<file path="config.mk">
export PLATFORM = sky130hd
export DESIGN_NAME = pwm_duty_ramp_ctrl_flat
export DESIGN_NICKNAME = d
export VERILOG_FILES = /design/src/rtl/pwm_pkg.sv /design/src/rtl/pwm_duty_ramp_ctrl_if.sv /design/src/rtl/button_debounce.sv /design/src/rtl/pwm_duty_ramp_ctrl.sv /design/src/flat_wrapper.sv
export SDC_FILE = /design/constraint.sdc
export NUM_CORES = 1
export LEC_CHECK = 0
export ABC_CLOCK_PERIOD_IN_PS = 3200
export CELL_PAD_IN_SITES_DETAIL_PLACEMENT = 1
export CELL_PAD_IN_SITES_GLOBAL_PLACEMENT = 2
export CORE_MARGIN = 5
export CORE_UTILIZATION = 33
export DETAILED_ROUTE_END_ITERATION = 12
export PLACE_DENSITY_LB_ADDON = 0.1
export SYNTH_ARGS = -nofsm -noshare
export SYNTH_HDL_FRONTEND = slang
export SYNTH_SLANG_ARGS = --single-unit
</file>
<file path="constraint.sdc">
create_clock -name clk -period 3.2 [get_ports clk]
set_clock_uncertainty 0.15 [all_clocks]
set_input_delay 0.32 -clock clk [delete_from_list [all_inputs] [get_ports clk]]
set_output_delay 0.32 -clock clk [all_outputs]
set_load 0.05 [all_outputs]
</file>
<file path="src/rtl/pwm_pkg.sv">
// Shared widths, reset defaults and ramp state codes for the PWM duty-ramp controller.
package pwm_pkg;

  localparam int DUTY_W = 4;
  localparam int RAMP_W = 8;

  localparam logic [DUTY_W-1:0] DUTY_MAX_DEF   = 4'd10;
  localparam logic [DUTY_W-1:0] DUTY_RESET_DEF = 4'd5;

  typedef logic [1:0] ramp_state_t;

  localparam ramp_state_t ST_HOLD = 2'd0;
  localparam ramp_state_t ST_UP   = 2'd1;
  localparam ramp_state_t ST_DOWN = 2'd2;

  function automatic logic [DUTY_W-1:0] clamp_duty(input logic [DUTY_W-1:0] val,
                                                   input logic [DUTY_W-1:0] max_val);
    return (val > max_val) ? max_val : val;
  endfunction

endpackage

</file>
<file path="src/rtl/pwm_duty_ramp_ctrl_if.sv">
// User-input and PWM-core signals of the duty-ramp controller; slave is the controller side.
interface pwm_duty_ramp_ctrl_if;
  import pwm_pkg::*;

  logic              inc_req;
  logic              dec_req;
  logic              preset_valid;
  logic [DUTY_W-1:0] preset_duty;
  logic              preset_ready;
  logic              period_end;
  logic [DUTY_W-1:0] duty_out;
  logic [DUTY_W-1:0] target_out;
  logic              busy;

  modport master (
    output inc_req, dec_req, preset_valid, preset_duty, period_end,
    input  preset_ready, duty_out, target_out, busy
  );

  modport slave (
    input  inc_req, dec_req, preset_valid, preset_duty, period_end,
    output preset_ready, duty_out, target_out, busy
  );

endinterface

</file>
<file path="src/rtl/button_debounce.sv">
// Bouncy button to single-cycle press pulse: 2-flop synchroniser, then two samples taken on the shared tick.
module button_debounce (
  input  logic clk,
  input  logic rst_n,
  input  logic ena,
  input  logic tick_i,
  input  logic btn_i,
  output logic pulse_o
);

  logic sync1_q;
  logic sync2_q;
  logic s1_q;
  logic s2_q;

  // synchroniser runs every enabled cycle, sampler stages only advance on tick
  always_ff @(posedge clk) begin
    if (!rst_n) begin
      sync1_q <= 1'b0;
      sync2_q <= 1'b0;
      s1_q    <= 1'b0;
      s2_q    <= 1'b0;
    end else if (ena) begin
      sync1_q <= btn_i;
      sync2_q <= sync1_q;
      if (tick_i) begin
        s1_q <= sync2_q;
        s2_q <= s1_q;
      end
    end
  end

  assign pulse_o = s1_q & ~s2_q & tick_i;

endmodule

</file>
<file path="src/rtl/pwm_duty_ramp_ctrl.sv">
// Owns the PWM duty register: buttons/preset set a target, duty slews toward it one step per RAMP_PERIODS periods.
module pwm_duty_ramp_ctrl
  import pwm_pkg::*;
#(
  parameter int DUTY_MAX     = 10,
  parameter int DUTY_RESET   = 5,
  parameter int DEB_DIV      = 4,
  parameter int RAMP_PERIODS = 2
) (
  input  logic                 clk,
  input  logic                 rst_n,
  input  logic                 ena,
  pwm_duty_ramp_ctrl_if.slave  pif
);

  localparam int TICK_W = (DEB_DIV > 1) ? $clog2(DEB_DIV) : 1;

  localparam logic [DUTY_W-1:0] DMAX      = DUTY_W'(DUTY_MAX);
  localparam logic [DUTY_W-1:0] DRST      = DUTY_W'(DUTY_RESET);
  localparam logic [TICK_W-1:0] TICK_LAST = TICK_W'(DEB_DIV - 1);
  localparam logic [RAMP_W-1:0] RAMP_LAST = RAMP_W'(RAMP_PERIODS - 1);

  logic [TICK_W-1:0] tick_cnt_q, tick_cnt_d;
  logic [DUTY_W-1:0] target_q, target_d;
  logic [DUTY_W-1:0] duty_q, duty_d;
  logic [RAMP_W-1:0] ramp_q, ramp_d;
  ramp_state_t       state_q, state_d;
  logic              tick_s;
  logic              inc_pulse_s;
  logic              dec_pulse_s;
  logic              preset_acc_s;
  logic              step_s;

  assign tick_s       = ena & (tick_cnt_q == TICK_LAST);
  assign tick_cnt_d   = (tick_cnt_q == TICK_LAST) ? {TICK_W{1'b0}} : tick_cnt_q + TICK_W'(1);
  assign preset_acc_s = pif.preset_valid & ena;

  button_debounce u_inc_deb (
    .clk    (clk),
    .rst_n  (rst_n),
    .ena    (ena),
    .tick_i (tick_s),
    .btn_i  (pif.inc_req),
    .pulse_o(inc_pulse_s)
  );

  button_debounce u_dec_deb (
    .clk    (clk),
    .rst_n  (rst_n),
    .ena    (ena),
    .tick_i (tick_s),
    .btn_i  (pif.dec_req),
    .pulse_o(dec_pulse_s)
  );

  // target selection: preset beats buttons, opposing presses cancel, saturate before arithmetic
  always_comb begin
    target_d = target_q;
    if (preset_acc_s) begin
      target_d = clamp_duty(pif.preset_duty, DMAX);
    end else if (inc_pulse_s && dec_pulse_s) begin
      target_d = target_q;
    end else if (inc_pulse_s) begin
      target_d = (target_q >= DMAX) ? DMAX : target_q + DUTY_W'(1);
    end else if (dec_pulse_s) begin
      target_d = (target_q == {DUTY_W{1'b0}}) ? {DUTY_W{1'b0}} : target_q - DUTY_W'(1);
    end else begin
      target_d = target_q;
    end
  end

  // direction follows the live target, so a crossing reverses without passing through HOLD
  always_comb begin
    if (target_q > duty_q) begin
      state_d = ST_UP;
    end else if (target_q < duty_q) begin
      state_d = ST_DOWN;
    end else begin
      state_d = ST_HOLD;
    end
  end

  assign step_s = pif.period_end & (duty_q != target_q);

  // ramp counter and duty stepping; the guard on step_s stops overshoot in the cycle before HOLD
  always_comb begin
    duty_d = duty_q;
    ramp_d = ramp_q;
    case (state_q)
      ST_HOLD: begin
        if (state_d != ST_HOLD) begin
          ramp_d = {RAMP_W{1'b0}};
        end else begin
          ramp_d = ramp_q;
        end
      end
      ST_UP, ST_DOWN: begin
        if (step_s && (ramp_q == RAMP_LAST)) begin
          ramp_d = {RAMP_W{1'b0}};
          duty_d = (target_q > duty_q) ? duty_q + DUTY_W'(1) : duty_q - DUTY_W'(1);
        end else if (step_s) begin
          ramp_d = ramp_q + RAMP_W'(1);
        end else begin
          ramp_d = ramp_q;
        end
      end
      default: begin
        duty_d = duty_q;
        ramp_d = {RAMP_W{1'b0}};
      end
    endcase
  end

  // state registers; ena low freezes everything
  always_ff @(posedge clk) begin
    if (!rst_n) begin
      tick_cnt_q <= {TICK_W{1'b0}};
      target_q   <= DRST;
      duty_q     <= DRST;
      ramp_q     <= {RAMP_W{1'b0}};
      state_q    <= ST_HOLD;
    end else if (ena) begin
      tick_cnt_q <= tick_cnt_d;
      target_q   <= target_d;
      duty_q     <= duty_d;
      ramp_q     <= ramp_d;
      state_q    <= state_d;
    end
  end

  assign pif.duty_out     = duty_q;
  assign pif.target_out   = target_q;
  assign pif.busy         = (duty_q != target_q);
  assign pif.preset_ready = ena;

endmodule

</file>
<file path="src/flat_wrapper.sv">
// flat-port wrapper written by rule: the top's interface ports become plain ports
module pwm_duty_ramp_ctrl_flat import pwm_pkg::*;
#(
  parameter int DUTY_MAX     = 10,
  parameter int DUTY_RESET   = 5,
  parameter int DEB_DIV      = 4,
  parameter int RAMP_PERIODS = 2
)
  (clk, rst_n, ena, pif_inc_req, pif_dec_req, pif_preset_valid, pif_preset_duty, pif_period_end, pif_preset_ready, pif_duty_out, pif_target_out, pif_busy);
  pwm_duty_ramp_ctrl_if pif_i ();
  input  logic clk;
  input  logic rst_n;
  input  logic ena;
  input wire logic [$bits(pif_i.inc_req)-1:0] pif_inc_req;
  input wire logic [$bits(pif_i.dec_req)-1:0] pif_dec_req;
  input wire logic [$bits(pif_i.preset_valid)-1:0] pif_preset_valid;
  input wire logic [$bits(pif_i.preset_duty)-1:0] pif_preset_duty;
  input wire logic [$bits(pif_i.period_end)-1:0] pif_period_end;
  output wire logic [$bits(pif_i.preset_ready)-1:0] pif_preset_ready;
  output wire logic [$bits(pif_i.duty_out)-1:0] pif_duty_out;
  output wire logic [$bits(pif_i.target_out)-1:0] pif_target_out;
  output wire logic [$bits(pif_i.busy)-1:0] pif_busy;
  assign pif_i.inc_req = pif_inc_req;
  assign pif_i.dec_req = pif_dec_req;
  assign pif_i.preset_valid = pif_preset_valid;
  assign pif_i.preset_duty = pif_preset_duty;
  assign pif_i.period_end = pif_period_end;
  assign pif_preset_ready = pif_i.preset_ready;
  assign pif_duty_out = pif_i.duty_out;
  assign pif_target_out = pif_i.target_out;
  assign pif_busy = pif_i.busy;
  pwm_duty_ramp_ctrl #(.DUTY_MAX(DUTY_MAX), .DUTY_RESET(DUTY_RESET), .DEB_DIV(DEB_DIV), .RAMP_PERIODS(RAMP_PERIODS)) u_core (.clk(clk), .rst_n(rst_n), .ena(ena), .pif(pif_i));
endmodule
</file>
# Word level (Yosys, flattened, before mapping)

Index checks and enable logic that the tools add are counted.
W data, S select, Z words.

Bits in registers: 28
Output and inout port bits: 10
Word-level logic and storage cells: 66

Add/sub/neg operators: 6
Magnitude comparators: 4
Eq/ne operators: 8
Mux-type cells: 15
Bitwise operators: 9
Reductions and logical operators: 11

Operators with widths:

| kind                  | number |
|---|---|
| $mux W4               | 8 |
| $mux W8               | 3 |
| $pmux W8 S2           | 1 |
| $reduce_and A3 Y1     | 3 |
| $add A4 B1 Y4 const B | 2 |
| $add A8 B1 Y8 const B | 1 |
| $eq A8 B1 Y1 const B  | 1 |
| $sub A4 B1 Y4 const B | 2 |
| $and A1 B1 Y1         | 7 |
| $mux W2               | 3 |
| $eq A2 B2 Y1 const B  | 2 |
| $ge A4 B4 Y1 const B  | 1 |
| $gt A4 B4 Y1          | 1 |
| $gt A4 B4 Y1 const B  | 1 |
| $logic_not A4 Y1      | 1 |
| $lt A4 B4 Y1          | 1 |
| $ne A2 B1 Y1 const B  | 2 |
| $ne A4 B4 Y1          | 1 |
| $ne A3 B1 Y1 const B  | 1 |
| $reduce_bool A3 Y1    | 1 |
| $add A2 B1 Y2 const B | 1 |
| $eq A2 B1 Y1 const B  | 1 |
| $logic_and A1 B1 Y1   | 2 |
| $logic_not A2 Y1      | 1 |
| other kinds (4)       | 5 |

# Depth between registers and ports, before layout

Gate-level depths: netlist of the first run.

Word-level depth: 7
Depth in mapped cells: 12
Depth with buffers taken out: 12

# Modules after synthesis

A second synthesis of the first run with hierarchy kept.

Cells, all modules: 199
Area total of the unflattened synthesis: 1709.1 um2

Modules (own cells, without submodules):

| module             | instances | cells each | area an instance (um2) | seq. area each (um2) |
|---|---|---|---|---|
| pwm_duty_ramp_ctrl | 1         | 167        | 1393.8                 | 400.4 |
| button_debounce    | 2         | 16         | 157.7                  | 80.1 |

# Worst setup path after synthesis of the first run

Ideal clock, no wire load.

Path type: register to register
Start point: reg u_core.target_q[0] (netlist: u_core.pif.target_out[0])
End point: reg u_core.duty_q[3] (netlist: u_core.pif.duty_out[3])
Setup time: 72 ps
Data arrival time: 2583 ps
Data required time: 2978 ps
Slack: 396 ps
Stages on the path, launching flop included: 12
Cells stage by stage: dfxtp_1 inv_1 ha_1 and4_1 a21oi_2 inv_1 ha_1 a21o_1 a21oi_1 nor2_1 mux2i_1 mux2i_1

Longest elaborated chain between the ends: 4

Ends and longest elaborated chain:

| element                     | line                      | RTL |
|---|---|---|
| from (decl)                 | pwm_duty_ramp_ctrl.sv:24  | `logic [DUTY_W-1:0] target_q, target_d;` |
| from (signal assigned)      | pwm_duty_ramp_ctrl.sv:124 | `target_q <= target_d;` |
| $ne A4 B4 Y1                | pwm_duty_ramp_ctrl.sv:83  | `assign step_s = pif.period_end & (duty_q != target_q);` |
| $and A1 B1 Y1               | pwm_duty_ramp_ctrl.sv:83  |  |
| $logic_and A1 B1 Y1         | pwm_duty_ramp_ctrl.sv:98  | `if (step_s && (ramp_q == RAMP_LAST)) begin` |
| $reduce_and A3 Y1 (no line) | -                         |  |
| to (signal assigned)        | pwm_duty_ramp_ctrl.sv:125 | `duty_q <= duty_d;` |
| to (decl)                   | pwm_duty_ramp_ctrl.sv:25  | `logic [DUTY_W-1:0] duty_q, duty_d;` |

Parallel ways exist; a longest one is shown, timed or not.
A chain may end at the register's enable or synchronous reset.

# Worst setup path after layout of the first run

Start point: reg u_core.target_q[2] (netlist: u_core.pif.target_out[2])
End point: out pif_busy

Longest elaborated chain between the ends: 1

Ends and longest elaborated chain:

| element      | line                      | RTL |
|---|---|---|
| $ne A4 B4 Y1 | pwm_duty_ramp_ctrl.sv:133 | `assign pif.busy = (duty_q != target_q);` |
| to (decl)    | flat_wrapper.sv:22        | `output wire logic [$bits(pif_i.busy)-1:0] pif_busy;` |

Every way passes these cells.

==> flow_summary.toml, run 1 <==
[route]
wl_mm = 4.311
drt-initial-drc-count = 37
ant_nets = 0
vias = 1519
drc = 0
drt-pass1-iter-count = 4
via_per_inst = 5.238
wl_per_cell_um = 14.87

[setup_path]
r2r_end = "u_core.pif.duty_out[3]"
cp_top_family = "buffers and inverters"
r2r_cells = 10
critPathMaxFanout = 10
slowest_stage = "clkdlybuf4s50_1"
required_ps = 2730
critPathMaxStageDelay_ps = 800
crit_path_start_kind = "flop"
timing.rr.start = "u_core.pif.target_out[2]"
r2r_setup_slack_ps = 480
path_cells = "ha_1 -> and4_1 -> inv_2 -> clkdlybuf4s50_1"
path_class = "reg -> out"
cp.buffers_inverters = 2
endpoint_kind = "output port"
cp.arrival_ps = 2270

[yosys]
synth_nets = 228
yosysWarnings = 0
synth_area_mm2 = 0.001683
synth_edf_count = 0
synth_cell_type_count = 48
seq_area_frac_synth = 0.3331
syn_inst = 203
async_flop_share = 0
avgSynthCellArea_um2 = 8.290
synth-seq-cells = 28
synth_ff_type = "dfxtp_1"

[hold_path]
hold_end = "u_core.state_q[1]"
worstHoldPathType = "reg -> reg"
min-delay-start = "u_core.state_q[1]"
min_path_cells = 2

[timing]
slew_headroom = 0.6595
hold_violations = 0
worst_pin_slew_ps = 509.1
fin_crit_sh = 0.8575
setup_viol = 0
max_freq_mhz = 364.4
grt_setup_unrepaired = "no"
tns_ps = 0
finalMaxSlewViolations = 0
timing.hold.ws_ps = 323.6
period_needed_ps = 2744

[global_route]
grt_pass1_vias = 1604
grt_pass1_wl_mm = 7.493
grt_use_total = 0.1465
grt_max_degree = 24
antenna_found_initial = 0
grt_overflow = 0

[finish]
filler_cell_count = 624
finalNetCount = 247
layout-drive-gt1-share = 0.04091
multi_input_area_mm2 = 0.001025
synthToLayoutAreaGrowth_pct = 18.22
n_antenna_cell = 0
ff_latch_area_um2 = 560.5

[floorplanning]
start_util = 0.3337
die_y_um = 81.41
row_count = 26
die_w_um = 81.41
core_area_mm2 = 0.005042
die-area_mm2 = 0.006628
num_io_pins = 21

[power_and_ir_drop]
p_leak_nw = 0.7535
p_per_area_mw_per_mm2 = 370.4
vdd_drop_max_mv = 0.1919

[cts]
clk_path_buf_depth = 2
clock_tree.root_cell = "clkbuf_8"
htreeDepth = 1
cts_hold_buffers = 0
postCtsSetupBuffers = 0
cts_sinks = 28
path_clk_slew_ps = 90
postCtsResizedCells = 0
clock_latency_ps = 280
cts_inserted_buffers = 3
cts_tree = "yes"

[outcome]
status = "finished clean"

[placement]
io_buffers = 20
gp_congestion = 0.8079
dpl.hpwl_mm = 3.317

[flow_run]
cap_violations = 0
[how the worst max path moves through the flow]
stage / from / endpoint / slack (ps) / cells after the start
3_3_place_gp: u_core.pif.target_out[2] / u_core.pif.duty_out[3] / 610 / 10
4_1_cts: u_core.pif.target_out[2] / pif_busy / 440 / 4
3_5_place_dp: u_core.pif.duty_out[1] / u_core.pif.duty_out[3] / 510 / 12
6_report: u_core.pif.target_out[2] / pif_busy / 460 / 4
5_1_grt: u_core.pif.target_out[1] / u_core.pif.duty_out[3] / 240 / 11
2_1_floorplan: u_core.pif.target_out[0] / u_core.pif.duty_out[3] / 400 / 11
[Yosys cell counts (2+ instances only)]
master    number  area share
a311oi_1       3       0.016
nand3_1       12       0.036
ha_1          13       0.097
o31ai_1        3       0.013
a21oi_1       18       0.054
and3_1         3       0.011
o21ai_0        8       0.024
a31oi_1        4       0.015
clkbuf_1       6       0.013
a21o_1         2      0.0089
xnor2_1        2       0.010
nand2_1       16       0.036
nand2b_1       4       0.015
nor2_1        13       0.029
inv_1         12       0.027
o211ai_1       3       0.013
a211oi_1       2      0.0089
mux2i_1       10       0.059
nor2b_1        4       0.015
o21ai_1        4       0.012
dfxtp_1       28        0.33
or3b_1         2       0.010
nor3_1         5       0.015
or4b_1         2       0.012
[metal layers]
metal | wire length (um) | global-route usage | up-vias
li1 | - | - | 767
met1 | 2037 | 0.1858 | 721
met2 | 2081 | 0.2476 | 26
met3 | 119 | 0.02412 | 5
met4 | 72 | 0.05574 | 0
met5 | 0 | 0 | -
[cell families (layout without fill, tap and decap cells)]
logic type | Yosys count | count (layout) | synth area share
AO/OA/AOI/OAI | 54 | 54 | 0.2000
XOR/XNOR | 3 | 3 | 0.01562
adder cells (fa/ha/maj) | 14 | 14 | 0.1086
buffers and inverters | 23 | 40 | 0.05798
flip-flops | 28 | 28 | 0.3331
multiplexers | 10 | 10 | 0.05948
AND/OR/NAND/NOR | 71 | 71 | 0.2253
[cell usage in the layout, fill, tap and decap left out, types with 2 or more instances in the layout]
master and instances:
o21ai_0 8, nor2_1 13, ha_1 13, nand3_1 12, a21o_1 2, xnor2_1 2, nand2_1 16, clkdlybuf4s50_1 20
nand2b_1 4, or4b_1 2, or3b_1 2, o211ai_1 3, a21oi_1 18, and3_1 3, o31ai_1 3, inv_1 12
dfxtp_1 28, a211oi_1 2, nor2b_1 4, nor3_1 5, a311oi_1 3, o21ai_1 4, buf_4 3, mux2i_1 10
a31oi_1 4, clkbuf_8 3
[report_power, final]
part	internal [mW]	switching (mW)
Combinational	0.0664	0.101
Clock	0.0850	0.116
Sequential	0.358	0.0100
Total	0.509	0.227
[worst register-to-register path: cells and delay by family (launching register included)]
family / cells / cell delay, ps
simple gates: 2 / 340
buf+inv: 1 / 130
flops: 1 / 520
fa+ha+maj: 2 / 610
mux: 2 / 360
compound gates: 3 / 570
[registers in the layout (all words and copies together), names as in the netlist]
signal	cells
u_core.ramp_q	8
u_core.pif.duty_out	4
u_core.pif.target_out	4
u_core.u_dec_deb.sync1_q	1
u_core.u_inc_deb.sync1_q	1
u_core.tick_cnt_q	2
u_core.state_q	2
u_core.u_inc_deb.s1_q	1
u_core.u_dec_deb.s2_q	1
u_core.u_dec_deb.sync2_q	1
u_core.u_dec_deb.s1_q	1
u_core.u_inc_deb.s2_q	1
u_core.u_inc_deb.sync2_q	1
[metrics by stage]
step	instances	instance area, um^2	worst slack [ps]	utilization	total power, mW
2_1_floorplan	203	1683	395.7	-	0.4895
3_3_place_gp	287	1948	611.2	0.3864	0.5397
3_5_place_dp	287	1948	507.7	0.3864	0.5450
4_1_cts	290	1989	436.5	0.3945	0.7524
5_1_grt	290	1989	237.3	0.3945	0.7808
6_report	290	1989	455.9	0.3945	0.7368
[final cells by class]
cell class,instances,share of cell area
Clock buffer,3,0.02075
Multi-Input combinational cell,152,0.5151
Tap cell,70,0.04403
Sequential cell,28,0.2818
Inverter,14,0.02642
Timing Repair Buffer,23,0.1119
(Power assumes the default switching activity.)
==> run 2: changes to the inputs <==
--- a/config.mk
+++ b/config.mk
@@ -10,3 +10,2 @@
 export CELL_PAD_IN_SITES_GLOBAL_PLACEMENT = 2
-export CORE_MARGIN = 5
 export CORE_UTILIZATION = 33
--- a/constraint.sdc
+++ b/constraint.sdc
@@ -4,2 +4,2 @@
 set_output_delay 0.32 -clock clk [all_outputs]
-set_load 0.05 [all_outputs]
+set_load 0.1 [all_outputs]
==> flow_summary.toml, run 2 (synthesized netlist as in run 1, its figures left out) <==
[route]
wl_per_cell_um = 14.93
drt-pass1-iter-count = 4
vias = 1528
via_per_inst = 5.306
drc = 0
wl_mm = 4.301
ant_nets = 0
drt-initial-drc-count = 54

[floorplanning]
row_count = 25
die_w_um = 73.41
start_util = 0.3494
num_io_pins = 21
core_area_mm2 = 0.004817
die_y_um = 73.41
die-area_mm2 = 0.005389

[cts]
cts_inserted_buffers = 3
clock_latency_ps = 290
cts_tree = "yes"
htreeDepth = 1
postCtsResizedCells = 0
postCtsSetupBuffers = 0
cts_sinks = 28
clk_path_buf_depth = 2
path_clk_slew_ps = 110
cts_hold_buffers = 0
clock_tree.root_cell = "clkbuf_8"

[hold_path]
worstHoldPathType = "reg -> reg"

[setup_path]
crit_path_start_kind = "flop"
critPathMaxFanout = 9
cp.arrival_ps = 2770
required_ps = 3260
endpoint_kind = "flop"
path_class = "reg -> reg"

[timing]
finalMaxSlewViolations = 0
period_needed_ps = 2709
fin_crit_sh = 0.8466
slew_headroom = 0.3555
grt_setup_unrepaired = "no"
setup_ws_ps = 490.8
setup_viol = 0
worst_pin_slew_ps = 963.7
max_freq_mhz = 369.1
hold_violations = 0
tns_ps = 0

[power_and_ir_drop]
power_uw = 845.0
p_leak_nw = 0.7739
p_sw_uw = 254.1
p_per_area_mw_per_mm2 = 423.4
combPwrFrac = 0.221
p_clk_frac = 0.342
power_frac_seq = 0.436
p_int_uw = 590.9
vdd_drop_max_mv = 0.1491
swShare = 0.3007

[placement]
gp_congestion = 0.7818
placed_area_mm2 = 0.001924
place_ws_ps = 555.7
io_buffers = 20
placed_cells = 284
dpl.hpwl_mm = 3.228

[global_route]
grt_max_degree = 24
grt_pass1_vias = 1554
grt_overflow = 0
grt_pass1_wl_mm = 7.383
grt_use_met3 = 0.02058
grt_use_total = 0.1762
met1_usage = 0.2238
met2_usage = 0.3045
antenna_found_initial = 0
grt-busiest-layer = "met2"

[finish]
synthToLayoutAreaGrowth_pct = 18.59
finalInstanceArea_mm2 = 0.001996
instances_no_fill = 288
largest_register_ffs = 8
layout_commonest_cell = "dfxtp_1"
finalNetCount = 247
n_antenna_cell = 0
layout_common_cells = "dfxtp_1, a21oi_1, nand2_1"
layout-drive-gt1-share = 0.09502
largest-register = "u_core.ramp_q"

[flow_run]
cap_violations = 0

[outcome]
status = "finished clean"
==> run 2: final cells by class <==
type,count,area [um^2]
clock buffer,3,41.29
clock inverter,1,30.03
fill,603,2821
inverter,14,52.55
multi-input combinational,152,1025
sequential,28,563.0
tap,67,83.83
timing repair buffer,23,200.2
==> run 2: power by group through the flow <==
stage	Sequential, mW	Combinational (mW)	Clock, mW
6_report	0.369	0.187	0.289
5_1_grt	0.371	0.206	0.309
4_1_cts	0.369	0.189	0.297
3_5_place_dp	0.377	0.188	0
3_3_place_gp	0.376	0.183	0
2_1_floorplan	0.395	0.116	0
==> run 2: path summary, 6_finish.rpt <==
check	cells after the start	endpoint	from	slack [ps]
min reg2reg	2	u_core.u_dec_deb.s2_q	u_core.u_dec_deb.s2_q	330
max reg2reg	11	u_core.pif.duty_out[3]	u_core.pif.target_out[1]	490
min	2	u_core.u_dec_deb.s2_q	u_core.u_dec_deb.s2_q	330
max	11	u_core.pif.duty_out[3]	u_core.pif.target_out[1]	490
==> run 2: critical path, stage by stage, from the launching register on <==
cell and delay, ps:
dfxtp_1 510, ha_1 290, nor2b_1 130, o211ai_1 270, a21oi_2 130, inv_1 130
ha_1 250, a21o_1 180, a21oi_1 170, nor2_1 60, mux2i_1 170, mux2i_1 190
==> run 2: metal layers <==
layer  routed length (um)  part of all wire
met1                 2089              0.49
met2                 2045              0.48
met3                   92             0.021
met4                   74             0.017
met5                    0                 0
==> run 2: stage by stage <==
stage / hold slack [ps] / utilization
3_3_place_gp: 293.7 / 0.3995
5_1_grt: 356.6 / 0.4143
2_1_floorplan: 286.7 / -
4_1_cts: 328.5 / 0.4143
3_5_place_dp: 312.5 / 0.3995
6_report: 325.7 / 0.4143
